===== config.mk =====
export PLATFORM = sky130hd
export DESIGN_NAME = capture_trigger_ctrl_flat
export DESIGN_NICKNAME = d
export VERILOG_FILES = /design/src/rtl/dla_pkg.sv /design/src/rtl/capture_trigger_ctrl_if.sv /design/src/rtl/capture_trigger_ctrl_trig_match.sv /design/src/rtl/capture_trigger_ctrl.sv /design/src/flat_wrapper.sv
export SDC_FILE = /design/constraint.sdc
export NUM_CORES = 1
export LEC_CHECK = 0
export ABC_AREA = 1
export CAP_MARGIN = 20
export CORE_ASPECT_RATIO = 0.75
export CORE_MARGIN = 2
export CORE_UTILIZATION = 39
export CTS_CLUSTER_SIZE = 24
export DETAILED_ROUTE_END_ITERATION = 10
export PLACE_DENSITY = 0.8
export SLEW_MARGIN = 40
export SYNTH_ARGS = -nofsm -noshare
export SYNTH_HDL_FRONTEND = slang
export SYNTH_SLANG_ARGS = --single-unit

===== constraint.sdc =====
create_clock -name in_clk -period 2.5 [get_ports in_clk]
set_clock_uncertainty 0.05 [all_clocks]
set_input_delay 0.375 -clock in_clk [delete_from_list [all_inputs] [get_ports in_clk]]
set_output_delay 0.375 -clock in_clk [all_outputs]
set_load 0.02 [all_outputs]

===== src/rtl/dla_pkg.sv =====
// Shared definitions for the capture/trigger acquisition front end.
//   DATA_W : probe sample width
//   ADDR_W : sample buffer address width
//   DEPTH  : number of samples in the circular buffer (2**ADDR_W)
//   state_e: acquisition FSM encoding (5 states, 3 bits)
//   pre_len: number of samples to fill before the trigger is qualified
package dla_pkg;

  localparam int DATA_W = 64;
  localparam int ADDR_W = 10;
  localparam int DEPTH  = 2 ** ADDR_W;

  typedef enum logic [2:0] {
    ST_IDLE  = 3'd0,
    ST_FILL  = 3'd1,
    ST_ARMED = 3'd2,
    ST_POST  = 3'd3,
    ST_DONE  = 3'd4
  } state_e;

  // Pre-trigger length chosen so that pre + trigger + post == DEPTH.
  function automatic logic [ADDR_W-1:0] pre_len(input logic [ADDR_W-1:0] post);
    return ADDR_W'(DEPTH - 1) - post;
  endfunction

endpackage


===== src/rtl/capture_trigger_ctrl_if.sv =====
// Control/sample/buffer-write bundle of the capture trigger controller.
//   in_arm / in_abort     : single-cycle command pulses from the host
//   in_trig_mask/_value   : masked trigger pattern
//   in_post_count         : post-trigger sample count, latched at arm
//   in_data               : probe sample, valid every clock
//   out_we/out_addr/out_data : buffer write port
//   out_busy/out_triggered/out_done/out_trig_addr/out_start_addr : status
//
// Handshake semantics: there is no backpressure anywhere. in_data is
// consumed on every clock edge while an acquisition runs; out_we is a
// one-cycle write strobe and out_addr/out_data are meaningful only in a
// cycle where out_we is 1. Command pulses are sampled on each rising edge.
interface capture_trigger_ctrl_if;
  import dla_pkg::*;

  logic              in_arm;
  logic              in_abort;
  logic [DATA_W-1:0] in_trig_mask;
  logic [DATA_W-1:0] in_trig_value;
  logic [ADDR_W-1:0] in_post_count;
  logic [DATA_W-1:0] in_data;

  logic              out_we;
  logic [ADDR_W-1:0] out_addr;
  logic [DATA_W-1:0] out_data;
  logic              out_busy;
  logic              out_triggered;
  logic              out_done;
  logic [ADDR_W-1:0] out_trig_addr;
  logic [ADDR_W-1:0] out_start_addr;

  modport master (
    output in_arm, in_abort, in_trig_mask, in_trig_value, in_post_count, in_data,
    input  out_we, out_addr, out_data, out_busy, out_triggered, out_done,
           out_trig_addr, out_start_addr
  );

  modport slave (
    input  in_arm, in_abort, in_trig_mask, in_trig_value, in_post_count, in_data,
    output out_we, out_addr, out_data, out_busy, out_triggered, out_done,
           out_trig_addr, out_start_addr
  );

endinterface


===== src/rtl/capture_trigger_ctrl_trig_match.sv =====
// Masked pattern compare, purely combinational.
//   data  : sample under test
//   value : trigger pattern
//   mask  : 1 = bit participates in the compare
//   hit   : all participating bits equal (an all-zero mask always hits)
module trig_match #(
  parameter int W = 64
) (
  input  logic [W-1:0] data,
  input  logic [W-1:0] value,
  input  logic [W-1:0] mask,
  output logic         hit
);

  assign hit = (((data ^ value) & mask) == '0);

endmodule


===== src/rtl/capture_trigger_ctrl.sv =====
// Acquisition front end for the capture sample buffer.
// After an arm pulse it writes one sample per clock into a circular buffer,
// fills the pre-trigger part, waits for a masked-pattern trigger, writes the
// programmed number of post-trigger samples and then reports where the
// trigger sample and the oldest sample of the window sit.
//   in_clk, in_rst_n : clock, asynchronous active-low reset
//   bus              : control, sample input, buffer write port and status
//   dbg_state        : current FSM state, for observation only
module capture_trigger_ctrl
  import dla_pkg::*;
(
  input  logic                   in_clk,
  input  logic                   in_rst_n,
  capture_trigger_ctrl_if.slave  bus,
  output state_e                 dbg_state
);

  state_e            state_q, state_d;
  logic [ADDR_W-1:0] wr_ptr_q, wr_ptr_d;
  logic [ADDR_W-1:0] pre_cnt_q, pre_cnt_d;
  logic [ADDR_W-1:0] post_cnt_q, post_cnt_d;
  logic [ADDR_W-1:0] post_len_q, post_len_d;
  logic              we_q, we_d;
  logic [ADDR_W-1:0] addr_q, addr_d;
  logic [DATA_W-1:0] data_q, data_d;
  logic              busy_q, busy_d;
  logic              triggered_q, triggered_d;
  logic              done_q, done_d;
  logic [ADDR_W-1:0] trig_addr_q, trig_addr_d;
  logic [ADDR_W-1:0] start_addr_q, start_addr_d;
  logic              hit;
  logic [ADDR_W-1:0] pre_at_arm;

  trig_match #(.W(DATA_W)) u_trig_match (
    .data  (bus.in_data),
    .value (bus.in_trig_value),
    .mask  (bus.in_trig_mask),
    .hit   (hit)
  );

  assign pre_at_arm = pre_len(bus.in_post_count);

  always_comb begin
    state_d      = state_q;
    wr_ptr_d     = wr_ptr_q;
    pre_cnt_d    = pre_cnt_q;
    post_cnt_d   = post_cnt_q;
    post_len_d   = post_len_q;
    we_d         = 1'b0;
    addr_d       = addr_q;
    data_d       = data_q;
    triggered_d  = triggered_q;
    done_d       = done_q;
    trig_addr_d  = trig_addr_q;
    start_addr_d = start_addr_q;

    case (state_q)
      ST_IDLE, ST_DONE: begin
        if (state_q == ST_DONE) begin
          done_d       = 1'b1;
          // wr_ptr already points one past the last write: the oldest sample.
          start_addr_d = wr_ptr_q;
        end
        if (bus.in_abort) begin
          // Abort beats a simultaneous arm; from DONE it also drops done.
          if (bus.in_arm) begin
            state_d = ST_IDLE;
            done_d  = 1'b0;
          end
        end else if (bus.in_arm) begin
          post_len_d  = bus.in_post_count;
          pre_cnt_d   = pre_at_arm;
          wr_ptr_d    = '0;
          done_d      = 1'b0;
          triggered_d = 1'b0;
          state_d     = (pre_at_arm == '0) ? ST_ARMED : ST_FILL;
        end
      end

      ST_FILL, ST_ARMED, ST_POST: begin
        if (bus.in_abort) begin
          state_d = ST_IDLE;
        end else begin
          we_d     = 1'b1;
          addr_d   = wr_ptr_q;
          data_d   = bus.in_data;
          wr_ptr_d = wr_ptr_q + ADDR_W'(1);
          if (state_q == ST_FILL) begin
            // Trigger is not qualified until the pre-trigger part is full.
            pre_cnt_d = pre_cnt_q - ADDR_W'(1);
            if (pre_cnt_q == ADDR_W'(1)) state_d = ST_ARMED;
          end else if (state_q == ST_ARMED) begin
            if (hit) begin
              trig_addr_d = wr_ptr_q;
              triggered_d = 1'b1;
              post_cnt_d  = post_len_q;
              state_d     = (post_len_q == '0) ? ST_DONE : ST_POST;
            end
          end else begin
            post_cnt_d = post_cnt_q - ADDR_W'(1);
            if (post_cnt_q == ADDR_W'(1)) state_d = ST_DONE;
          end
        end
      end

      default: state_d = ST_IDLE;
    endcase

    busy_d = (state_d == ST_FILL) || (state_d == ST_ARMED) || (state_d == ST_POST);
  end

  always_ff @(posedge in_clk or negedge in_rst_n) begin
    if (!in_rst_n) begin
      state_q      <= ST_IDLE;
      wr_ptr_q     <= '0;
      pre_cnt_q    <= '0;
      post_cnt_q   <= '0;
      post_len_q   <= '0;
      we_q         <= 1'b0;
      addr_q       <= '0;
      data_q       <= '0;
      busy_q       <= 1'b0;
      triggered_q  <= 1'b0;
      done_q       <= 1'b0;
      trig_addr_q  <= '0;
      start_addr_q <= '0;
    end else begin
      state_q      <= state_d;
      wr_ptr_q     <= wr_ptr_d;
      pre_cnt_q    <= pre_cnt_d;
      post_cnt_q   <= post_cnt_d;
      post_len_q   <= post_len_d;
      we_q         <= we_d;
      addr_q       <= addr_d;
      data_q       <= data_d;
      busy_q       <= busy_d;
      triggered_q  <= triggered_d;
      done_q       <= done_d;
      trig_addr_q  <= trig_addr_d;
      start_addr_q <= start_addr_d;
    end
  end

  assign bus.out_we         = we_q;
  assign bus.out_addr       = addr_q;
  assign bus.out_data       = data_q;
  assign bus.out_busy       = busy_q;
  assign bus.out_triggered  = triggered_q;
  assign bus.out_done       = done_q;
  assign bus.out_trig_addr  = trig_addr_q;
  assign bus.out_start_addr = start_addr_q;
  assign dbg_state          = state_q;

endmodule


===== src/flat_wrapper.sv =====
// flat-port wrapper written by rule: the top's interface ports become plain ports
module capture_trigger_ctrl_flat import dla_pkg::*;
  (in_clk, in_rst_n, dbg_state, bus_in_arm, bus_in_abort, bus_in_trig_mask, bus_in_trig_value, bus_in_post_count, bus_in_data, bus_out_we, bus_out_addr, bus_out_data, bus_out_busy, bus_out_triggered, bus_out_done, bus_out_trig_addr, bus_out_start_addr);
  capture_trigger_ctrl_if bus_i ();
  input  logic in_clk;
  input  logic in_rst_n;
  output state_e dbg_state;
  input wire logic [$bits(bus_i.in_arm)-1:0] bus_in_arm;
  input wire logic [$bits(bus_i.in_abort)-1:0] bus_in_abort;
  input wire logic [$bits(bus_i.in_trig_mask)-1:0] bus_in_trig_mask;
  input wire logic [$bits(bus_i.in_trig_value)-1:0] bus_in_trig_value;
  input wire logic [$bits(bus_i.in_post_count)-1:0] bus_in_post_count;
  input wire logic [$bits(bus_i.in_data)-1:0] bus_in_data;
  output wire logic [$bits(bus_i.out_we)-1:0] bus_out_we;
  output wire logic [$bits(bus_i.out_addr)-1:0] bus_out_addr;
  output wire logic [$bits(bus_i.out_data)-1:0] bus_out_data;
  output wire logic [$bits(bus_i.out_busy)-1:0] bus_out_busy;
  output wire logic [$bits(bus_i.out_triggered)-1:0] bus_out_triggered;
  output wire logic [$bits(bus_i.out_done)-1:0] bus_out_done;
  output wire logic [$bits(bus_i.out_trig_addr)-1:0] bus_out_trig_addr;
  output wire logic [$bits(bus_i.out_start_addr)-1:0] bus_out_start_addr;
  assign bus_i.in_arm = bus_in_arm;
  assign bus_i.in_abort = bus_in_abort;
  assign bus_i.in_trig_mask = bus_in_trig_mask;
  assign bus_i.in_trig_value = bus_in_trig_value;
  assign bus_i.in_post_count = bus_in_post_count;
  assign bus_i.in_data = bus_in_data;
  assign bus_out_we = bus_i.out_we;
  assign bus_out_addr = bus_i.out_addr;
  assign bus_out_data = bus_i.out_data;
  assign bus_out_busy = bus_i.out_busy;
  assign bus_out_triggered = bus_i.out_triggered;
  assign bus_out_done = bus_i.out_done;
  assign bus_out_trig_addr = bus_i.out_trig_addr;
  assign bus_out_start_addr = bus_i.out_start_addr;
  capture_trigger_ctrl u_core (.in_clk(in_clk), .in_rst_n(in_rst_n), .bus(bus_i), .dbg_state(dbg_state));
endmodule

* After elaboration in Yosys (flattened, before gate mapping) *
Index checks and enable logic that the tools add are counted.

operators by class
  mux-type cells = 34
  equality and inequality tests = 17
  reduce and logical (&&, ||, !) cells = 19
  $add $sub $neg = 4
  bitwise gates (word level) = 4

operators by type and width
  kind                                                                  number
  10-bit two-way mux                                                    9
  64-bit bitwise AND                                                    1
  64-bit zero test                                                      1
  64-bit bitwise XOR                                                    1
  10-bit one-hot mux with 2 select lines                                2
  3-bit two-way mux                                                     10
  10-bit by 1-bit == test with 1-bit output, second input constant      2
  10-bit zero test                                                      2
  10-bit by 1-bit subtractor with 10-bit output, second input constant  2
  3-bit by 2-bit == test with 1-bit output, second input constant       4
  10-bit by 1-bit adder with 10-bit output, second input constant       1
  1-bit two-way mux                                                     10
  5-bit AND reduction                                                   2
  10-bit subtractor, first input constant                               1
  2-bit by 1-bit != test with 1-bit output, second input constant       4
  2-bit != test, second input constant                                  4
  4-bit AND reduction                                                   2
  7-bit AND reduction                                                   1
  3-bit by 1-bit == test with 1-bit output, second input constant       2
  3-bit one-hot mux with 2 select lines                                 1
  2-bit AND reduction                                                   3
  2-bit nonzero test                                                    2
  3-bit == test, second input constant                                  1
  3-bit zero test                                                       1
  other kinds (7)                                                       9

storage, ports and cells
  input bits = 206
  word-level logic and storage cells = 91
  bits in registers = 141
  output and inout bits = 101

* Logic depth before layout (Yosys ltp) *
Gate-level depths: netlist of the first run.

  depth in word-level cells = 11
  gate-level depth with buffers = 16

* Cells and area by module *
A second synthesis of the first run with hierarchy kept.

unflattened totals
  cell total of the unflattened synthesis = 1,078
  area total of the unflattened synthesis = 7,627.3 um^2

modules (own cells, without submodules)
  module                area an instance (um^2)  times used  cells an instance
  capture_trigger_ctrl  6,214.7                  1           735
  trig_match            1,412.6                  1           343

* Worst setup path after synthesis of the first run *
Ideal clock, no wire load.

  path kind = reg2reg
  start point = register u_core.state_q[1] (netlist: u_core.dbg_state[1])
  end point = register u_core.pre_cnt_q[4]
  arrival = 1.553 ns
  slack = 0.769 ns
  buffers on the path = 1
  required time = 2.322 ns
  cell stages (with the launch flop) = 12
  cells stage by stage = dfrtp_1 -> nor2_4 -> inv_4 -> nor2_2 -> nor2_2 -> inv_1 -> nand2_1 -> o21ai_2 -> inv_4 -> buf_6 -> o21ai_1 -> o21ai_0

on the way
  longest elaborated chain between the ends = 4

ends and longest elaborated chain
  element                                                                     line                         text
  start: declaration                                                          capture_trigger_ctrl.sv:18   state_e state_q, state_d;
  start signal: assignment                                                    capture_trigger_ctrl.sv:128  state_q <= state_d;
  3-bit by 2-bit == test with 1-bit output (tied with other cells)            capture_trigger_ctrl.sv:57   case (state_q)
  3-bit OR reduction / 2-bit OR reduction (equally long branches)             capture_trigger_ctrl.sv:57
  2-bit by 1-bit != test with 1-bit output (no line) (tied with other cells)  --
  5-bit AND reduction (no line)                                               --
  end signal: assignment                                                      capture_trigger_ctrl.sv:130  pre_cnt_q <= pre_cnt_d;
  end: declaration                                                            capture_trigger_ctrl.sv:20   logic [ADDR_W-1:0] pre_cnt_q, pre_cnt_d;

Parallel ways exist; a longest one is shown, timed or not.
A chain may end at the register's enable or synchronous reset.

* Worst setup path in the final report of the first run *
  start point = register u_core.state_q[2] (netlist: u_core.dbg_state[2])
  end point = output dbg_state[2]

RTL lines
  element           line               text
  end: declaration  flat_wrapper.sv:7  output state_e dbg_state;

No word-level cell between the ends.

==> results of run 1 <==
## placed cells by master (no fill, tap or decap), types with 2 or more instances in the layout
cell type,instances
nand4_1,5
nor3_1,8
nor4_1,3
dfrtp_1,141
buf_4,10
nand2_1,416
inv_6,7
inv_2,3
nand2_2,2
inv_8,3
bufinv_16,2
o21ai_1,17
nand3_1,24
nand3_2,2
a31oi_1,4
a21oi_1,27
clkdlybuf4s50_1,305
nor2_4,4
o22ai_1,2
clkinvlp_4,2
buf_12,4
nor2_2,5
nor2_1,164
clkbuf_16,17
inv_4,3
ha_1,5
xor2_1,4
inv_1,94
o21ai_0,78
## path summary, 6_finish.rpt
path / startpoint / to / slack (ns) / depth (start not counted)
worst min-delay path: u_core.bus.out_data[20] / u_core.bus.out_data[20] / 0.42 / 2
worst min register to register: u_core.bus.out_data[20] / u_core.bus.out_data[20] / 0.42 / 2
worst max register to register: u_core.dbg_state[0] / u_core.post_cnt_q[7] / 0.47 / 10
max in group asynchronous: in_rst_n / u_core.post_len_q[2] / 1.19 / 3
worst max-delay path: u_core.dbg_state[2] / dbg_state[2] / 0.45 / 1
min in group asynchronous: in_rst_n / u_core.bus.out_data[5] / 0.44 / 2
## metal layers
metal  part of all wire  up-vias  GRT usage  wire, µm
li1                   -     3867          -         -
met1               0.41     3553      0.293      9880
met2               0.47      318      0.404     11200
met3               0.10       30     0.0869      2460
met4              0.017        0     0.0708       402
met5                  0        -          0         0
## power breakdown
part | internal, mW | switching (mW) | total [mW]
clock | 1.54 | 1.08 | 2.62
sequential | 3.09 | 0.522 | 3.61
combinational | 1.98 | 2.64 | 4.62
## stage by stage
stage / std cells / util / power (mW) / cell area, µm²
4_1_cts: 1618 / 0.614 / 10.9 / 11400
3_5_place_dp: 1585 / 0.581 / 8.24 / 10700
6_report: 1618 / 0.614 / 10.8 / 11400
5_1_grt: 1618 / 0.614 / 11.6 / 11400
2_1_floorplan: 1047 / - / 6.01 / 7350
3_3_place_gp: 1585 / 0.581 / 8.11 / 10700
## sequential cells by signal (all words and copies together) (netlist names)
name and count:
u_core.bus.out_trig_addr 10, u_core.bus.out_start_addr 10, u_core.bus.out_data 64, u_core.bus.out_busy 1, u_core.post_cnt_q 10, u_core.bus.out_done 1, u_core.wr_ptr_q 10, u_core.dbg_state 3
u_core.bus.out_triggered 1, u_core.bus.out_we 1, u_core.bus.out_addr 10, u_core.post_len_q 10, u_core.pre_cnt_q 10
## cell families (layout without fill, tap and decap cells)
kind of cell,Yosys count,count (layout)
AO/OA/AOI/OAI,131,131
XOR/XNOR,4,4
adder cells (fa/ha/maj),5,5
buffers and inverters,130,454
flip-flops,141,141
AND/OR/NAND/NOR,636,636
## layout make-up
class / count / share of cell area
Inverter: 101 / 0.0341
Clock inverter: 14 / 0.0150
Clock buffer: 18 / 0.0386
Tap cell: 247 / 0.0272
Multi-Input combinational cell: 776 / 0.291
Timing Repair Buffer: 321 / 0.284
Sequential cell: 141 / 0.310
==> metrics.txt, run 1 <==
ys flop type dfrtp_1; IO buf count 306; area leader, netlist dfrtp_1; Post-Synth Simple-Gate Area 0.344; register area 3530 µm²; Max FO, Critical Path 8; Yosys cell types 30; Hold Crit Class reg2reg; CP endpoint kind primary output; CTS tree yes; YS warnings 0; f_max 488 MHz; # resized after CTS 0; global-route wire length before repair 37,600 µm; vias in the first global route 7,570; endpoints failing hold 0; Syn Nets 1,258; ranking of synthesized cells by area dfrtp_1, nand2_1, nor2_1; Place WS 0.0214 ns; CTS sink count 141; Detailed Route WL 23,900 µm; most frequent cells after synthesis nand2_1, nor2_1, dfrtp_1; xor-xnor portion of the synthesized cell area 0.00477; max_slew headroom 0.578; Synth Area in Compound Gates 0.0921; crit path DAT 1.62 ns; GP Congestion 0.917; Multi-input gate area 3300 µm²; multiplexer share of the synthesized area 0; outcome complete, no violations; First-pass DRT Iterations 5; Mapped Cells 1,047; Avg WL per Cell 14.8 µm; Setup Buffers After CTS 0; CP startpoint kind flip-flop; largest net degree at the start of global routing 58; number of synthesized flops with an enable pin 0; Yosys top cell area share 0.480; Worst-Margin Slew 0.631 ns; largest family of logic cells by synthesized area simple AND/OR/NAND/NOR gates; most frequent cell after synthesis nand2_1; Buf/Inv on CP 1; slowest stage cell on the critical path clkdlybuf4s50_1; sequential fraction of the synthesis area 0.480; H-Tree Depth 4; residual DRC count 0; Hold Slack 0.416 ns; Area Overhead vs Synth 54.6%; chip height 123 µm; DIE AREA 20,000 µm²; hold buffers post-CTS 1; initial drt markers 529; mapped cell area 7350 µm²; endpoints failing setup 0; Antenna diodes 0; post-detail-place hpwl 18,300 µm; max-slew violations 0; core area 18,500 µm²; RSZ-0062 raised after global routing no; final worst setup slack 0.452 ns; Starting Density 0.397; via/cell ratio 4.80; GR Util All Layers 0.241; final net count 1,569; Die Wd 163 µm; GRT overflow 0; setup_tns 0 ns; clock latency on the worst-skew pair 0.41 ns; clk buf depth 2; synthesis-stage register bit count 141; fin crit share 0.819; max-cap viol count 0; Critical Path Max Stage Delay 0.67 ns; Avg Inst Size Synth 7.02 µm²; fraction of layout cells with a size suffix above 1 0.0511; Lkg Pwr 5.48 nW; Antenna Nets Post-Route 0; cells along the critical path clkdlybuf4s50_1; CTS root buffer clkbuf_16; CP Class reg2out; Boundary Pins 307; minimum clock period 2.05 ns; fillers 1,633; initial antenna violation count 0; peak supply drop 0.428 mV; Data required, critical path 2.08 ns; post-synthesis adder-cell area fraction 0.00851; Cell Rows 43; Async SR Flop Fraction 1.00; CP delay by family, top buffers and inverters; cts bufs inserted 17; power density over the cells 954 nW/µm²; CTS clk-pin slew, worst paths 0.06 ns; total number of vias 7,768
Power figures use the tool's default switching activity.
==> inputs of run 2 (changes only) <==
clock period = 2.1 ns   (was 2.5 ns; I/O delays follow)
==> run 2 against run 1 <==
Effect of this change:
- clock power increased by 18%
- critical path depth unchanged
- highest routed layer unchanged
- hold slack got worse by 0.20 ns
- sequential power increased by 19%
- cell area increased by 3.6%
- critical path type unchanged
==> metrics.txt, run 2 (same netlist as run 1, synthesis figures left out) <==
Multi-input gate area 3320 µm² (+0.45%); commonest non-fill, non-tap cell in the layout nand2_1; outcome complete, no violations; Lkg Pwr 5.75 nW (+4.9%); final worst setup slack 0.104 ns (-0.348 ns); reg-to-reg slack, setup 0.22 ns (-0.25 ns); Antenna Nets Post-Route 0 (unchanged); Worst-Margin Slew 0.616 ns (-0.0155 ns); slowest stage cell on the critical path clkdlybuf4s50_1; Switch Pwr 5.04 mW (+19%); Critical Path Max Stage Delay 0.67 ns (about the same); Hold Crit Class in2async; worst r2r path cells 11 (+1); RR Endpoint u_core.wr_ptr_q[6]; Overall Power 13.0 mW (+20%); CP endpoint kind primary output; max_slew headroom 0.588 (+0.0103); Boundary Pins 307 (unchanged); f_max 501 MHz; max-cap viol count 0 (unchanged); max-slew violations 0 (unchanged); GR Util All Layers 0.239 (-0.00126); initial drt markers 486 (-8.1%); combinational share of power 0.431 (+0.005); total number of vias 7,963 (+2.5%); CTS clk-pin slew, worst paths 0.07 ns (about the same); CP startpoint kind flip-flop; FF-to-FF Start u_core.dbg_state[1]; Area Overhead vs Synth 60.2%; register area 3530 µm² (unchanged); endpoints failing setup 0 (unchanged); post-route insts no fill 1,670 (+3.2%); DIE AREA 20,000 µm² (unchanged); final net count 1,621 (+3.3%); clock network power share 0.238 (-0.003); fin crit share 0.950; CP delay by family, top buffers and inverters; crit path DAT 1.63 ns (about the same); initial antenna violation count 0 (unchanged); fillers 1,610 (-1.4%); GP Congestion 0.905 (-1.3%); fraction of layout cells with a size suffix above 1 0.0900 (+0.0389); IO buf count 306 (unchanged); Buf/Inv on CP 1 (unchanged); Detailed Route WL 23,900 µm (about the same); CTS sink count 141 (unchanged); First-pass DRT Iterations 5 (unchanged); post-route cell area 11,800 µm² (+3.6%); GRT overflow 0 (unchanged); CP Class reg2out; residual DRC count 0 (unchanged); H-Tree Depth 4 (unchanged); Starting Density 0.397 (unchanged); core area 18,500 µm² (unchanged); Sw Share 0.389 (-0.00146); Hold Slack 0.221 ns (-0.195 ns); RSZ-0062 raised after global routing no; CTS root buffer clkbuf_16; minimum clock period 2.00 ns; chip height 123 µm (unchanged); Place WS -0.333 ns (-0.354 ns); Die Wd 163 µm (unchanged); endpoints failing hold 0 (unchanged); most frequent cells in the layout nand2_1, clkdlybuf4s50_1, nor2_1; Avg WL per Cell 14.3 µm (-3.0%); dpl cell area 11,200 µm² (+3.7%); global-route wire length before repair 37,200 µm (-1.1%); Flop pwr share 0.331 (-0.002); Data required, critical path 1.74 ns (-0.34 ns); clk buf depth 2 (unchanged); clock latency on the worst-skew pair 0.43 ns (+0.02 ns); Cell Rows 43 (unchanged); via/cell ratio 4.77 (-0.68%); Setup Buffers After CTS 0 (unchanged); cells along the critical path clkdlybuf4s50_1; vias in the first global route 7,583 (+0.17%); largest net degree at the start of global routing 74 (+28%); max reg flops 64 (unchanged); cts bufs inserted 17 (unchanged); CTS tree yes; post-detail-place hpwl 18,500 µm (+0.91%); power density over the cells 1100 nW/µm² (+15%); Max FO, Critical Path 8 (unchanged); Cell Int Power 7.92 mW (+20%); Antenna diodes 0 (unchanged); peak supply drop 0.594 mV (+39%); placed cells 1,637 (+3.3%)
## run 2: cell types whose count changed in the layout (fill, tap and decap cells not counted), sizes merged
cell / change
buf: +52
clkbuf: -1
clkdlybuf4s50: -1
clkinv: +2
dlymetal6s2s: +1
inv: -1
## run 2: power groups by stage
stage / logic [mW] / clock network [mW] / registers [mW]
6_report: 5.58 / 3.09 / 4.29
5_1_grt: 6.13 / 3.29 / 4.42
4_1_cts: 5.62 / 3.15 / 4.29
3_5_place_dp: 5.60 / 0 / 4.31
3_3_place_gp: 5.46 / 0 / 4.28
2_1_floorplan: 2.11 / 0 / 5.04
## run 2: through the flow
stage                     TNS [ns]   util
final                            0  0.636
after global routing             0  0.636
after CTS                        0  0.635
after detailed placement     -6.86  0.602
after global placement       -5.39  0.602
after floorplan                  0      -
## run 2: layout make-up
| type | instances | area share |
|---|---|---|
| tap | 247 | 0.0262 |
| sequential | 141 | 0.300 |
| timing repair buffer | 373 | 0.309 |
| inverter | 101 | 0.0329 |
| clock buffer | 17 | 0.0361 |
| clock inverter | 15 | 0.0149 |
| multi-input combinational | 776 | 0.282 |
## run 2: worst max-delay path by stage
stage | start | endpoint | depth (start not counted)
5_1_grt | u_core.dbg_state[2] | dbg_state[2] | 1
4_1_cts | u_core.dbg_state[2] | dbg_state[2] | 1
3_5_place_dp | bus_in_data[54] | u_core.post_cnt_q[7] | 15
3_3_place_gp | bus_in_data[52] | u_core.post_cnt_q[8] | 15
6_report | u_core.dbg_state[2] | dbg_state[2] | 1
2_1_floorplan | u_core.dbg_state[1] | u_core.pre_cnt_q[4] | 11
## run 2: timing repair
action,CTS,global route
gates resized for setup,0,7
setup endpoints to repair,0,22
hold endpoints to repair,118,0
hold buffers,1,0
## run 2: per-layer routing
layer | GRT usage | up-vias | wire (µm)
li1 | - | 3982 | -
met3 | 0.0956 | 40 | 2420
met4 | 0.0808 | 0 | 571
met5 | 0 | - | 0
met1 | 0.291 | 3632 | 10000
met2 | 0.391 | 309 | 10900
==> inputs of run 3 (changes only) <==
CORE_MARGIN = 5   (was 2)
==> run 3 against run 2 <==
Effect of this change:
- worst setup slack better by 0.0075 ns
- maximum frequency is 0.37% higher
- die area is 8.8% higher
- via count is 1.0% lower
- sequential power hardly changed
- critical path type unchanged
==> metrics.txt, run 3 (same netlist as run 1, synthesis figures left out) <==
clk buf depth 2 (unchanged); final net count 1,627 (+0.37%); DIE AREA 21,700 µm² (+8.8%); Antenna Nets Post-Route 0 (unchanged); setup_tns 0 ns (unchanged); GR Util All Layers 0.229 (-0.00991); Critical Path Max Stage Delay 0.68 ns (about the same); crit path DAT 1.62 ns (about the same); Buf/Inv on CP 1 (unchanged); H-Tree Depth 4 (unchanged); outcome complete, no violations; largest net degree at the start of global routing 46 (-38%); initial drt markers 476 (-2.1%); max_slew headroom 0.595 (+0.00683); global-route wire length before repair 39,800 µm (+6.9%); CTS clk-pin slew, worst paths 0.06 ns (about the same); Setup Buffers After CTS 0 (unchanged); fraction of layout cells with a size suffix above 1 0.0945 (+0.00452); CP Class reg2out; residual DRC count 0 (unchanged); Cell Rows 43 (unchanged); clock latency on the worst-skew pair 0.41 ns (-0.02 ns); fin crit share 0.947 (-0.00355); GRT overflow 0 (unchanged); via/cell ratio 4.70 (-1.4%); peak supply drop 0.493 mV (-17%); f_max 503 MHz (+0.37%); max-cap viol count 0 (unchanged); commonest non-fill, non-tap cell in the layout nand2_1; most frequent cells in the layout nand2_1, clkdlybuf4s50_1, nor2_1; CP delay by family, top buffers and inverters; CP startpoint kind flip-flop; Data required, critical path 1.74 ns (about the same); core area 18,500 µm² (unchanged); Starting Density 0.397 (unchanged); vias in the first global route 7,742 (+2.1%); max-slew violations 0 (unchanged); Detailed Route WL 25,100 µm (+5.1%); final core occ 0.639 (+0.00243); CTS tree yes; CP endpoint kind primary output; First-pass DRT Iterations 5 (unchanged); CTS sink count 141 (unchanged); Hold Slack 0.320 ns (+0.0988 ns); Die Wd 169 µm (+3.7%); max reg flops 64 (unchanged); slowest stage cell on the critical path clkdlybuf4s50_1; IO buf count 306 (unchanged); post-detail-place hpwl 19,900 µm (+7.8%); Area Overhead vs Synth 60.8%; CTS root buffer clkbuf_16; endpoints failing setup 0 (unchanged); cells along the critical path clkdlybuf4s50_1; Worst-Margin Slew 0.606 ns (-0.0102 ns); initial antenna violation count 0 (unchanged); GP Congestion 0.928 (+2.5%); chip height 129 µm (+4.9%); minimum clock period 1.99 ns (-0.00745 ns); cts bufs inserted 17 (unchanged); total number of vias 7,883 (-1.0%); Max FO, Critical Path 8 (unchanged); Lkg Pwr 5.77 nW (+0.38%); endpoints failing hold 0 (unchanged); Boundary Pins 307 (unchanged); Hold Crit Class in2async; Avg WL per Cell 15.0 µm (+4.7%); power density over the cells 1100 nW/µm² (-0.33%)
## run 3: changes by cell type in the layout (fill, tap and decap cells not counted), sizes merged
cell / previous run / this run
dlymetal6s2s: 1 / 0
clkinvlp: 2 / 1
diode: 0 / 1
inv: 109 / 104
buf: 67 / 73
clkbuf: 17 / 18
clkinv: 3 / 8
clkdlybuf4s50: 304 / 305
## run 3: metrics by stage
stage / instance area, µm² / setup slack (ns) / power, mW / instances
detailed placement: 11200 / -0.421 / 9.97 / 1643
finish: 11800 / 0.112 / 13.0 / 1677
CTS: 11800 / 0.0158 / 13.1 / 1676
global route: 11800 / -0.000769 / 13.9 / 1676
global placement: 11200 / -0.380 / 9.80 / 1643
floorplan: 7350 / 0.369 / 7.15 / 1047
## run 3: routing by layer
metal | vias to the layer above | GRT usage | wire length (µm)
li1 | 4001 | - | -
met1 | 3555 | 0.292 | 10700
met2 | 299 | 0.377 | 11600
met3 | 28 | 0.0860 | 2440
met4 | 0 | 0.0506 | 386
met5 | - | 0 | 0
## run 3: power breakdown
| part | internal [mW] | leakage, nW | switching, mW |
|---|---|---|---|
| logic | 2.46 | 3.67 | 3.17 |
| clock network | 1.81 | 0.293 | 1.24 |
| registers | 3.68 | 1.80 | 0.620 |
## run 3: cell type report
cell class	count	area, µm²
Antenna cell	1	2.50
Multi-Input combinational cell	776	3320
Fill cell	1582	6680
Clock inverter	14	159
Clock buffer	18	439
Sequential cell	141	3530
Inverter	101	388
Tap cell	247	309
Timing Repair Buffer	379	3680
## run 3: worst paths after layout
path | start | endpoint | slack, ns | cells after the start
worst max-delay path | u_core.dbg_state[2] | dbg_state[2] | 0.11 | 1
worst min-delay path | in_rst_n | u_core.bus.out_addr[8] | 0.32 | 2
worst max register to register | u_core.dbg_state[1] | u_core.pre_cnt_q[8] | 0.20 | 10
worst min register to register | u_core.bus.out_data[19] | u_core.bus.out_data[19] | 0.42 | 2
max in group asynchronous | in_rst_n | u_core.bus.out_data[45] | 1.07 | 3
min in group in_clk | u_core.bus.out_data[19] | u_core.bus.out_data[19] | 0.42 | 2
## run 3: what timing repair did
item | CTS | global route
endpoints found under the hold margin | 37 | 0
hold buffers | 1 | 0
gates resized for setup | 0 | 7
endpoints found under the setup margin | 0 | 25
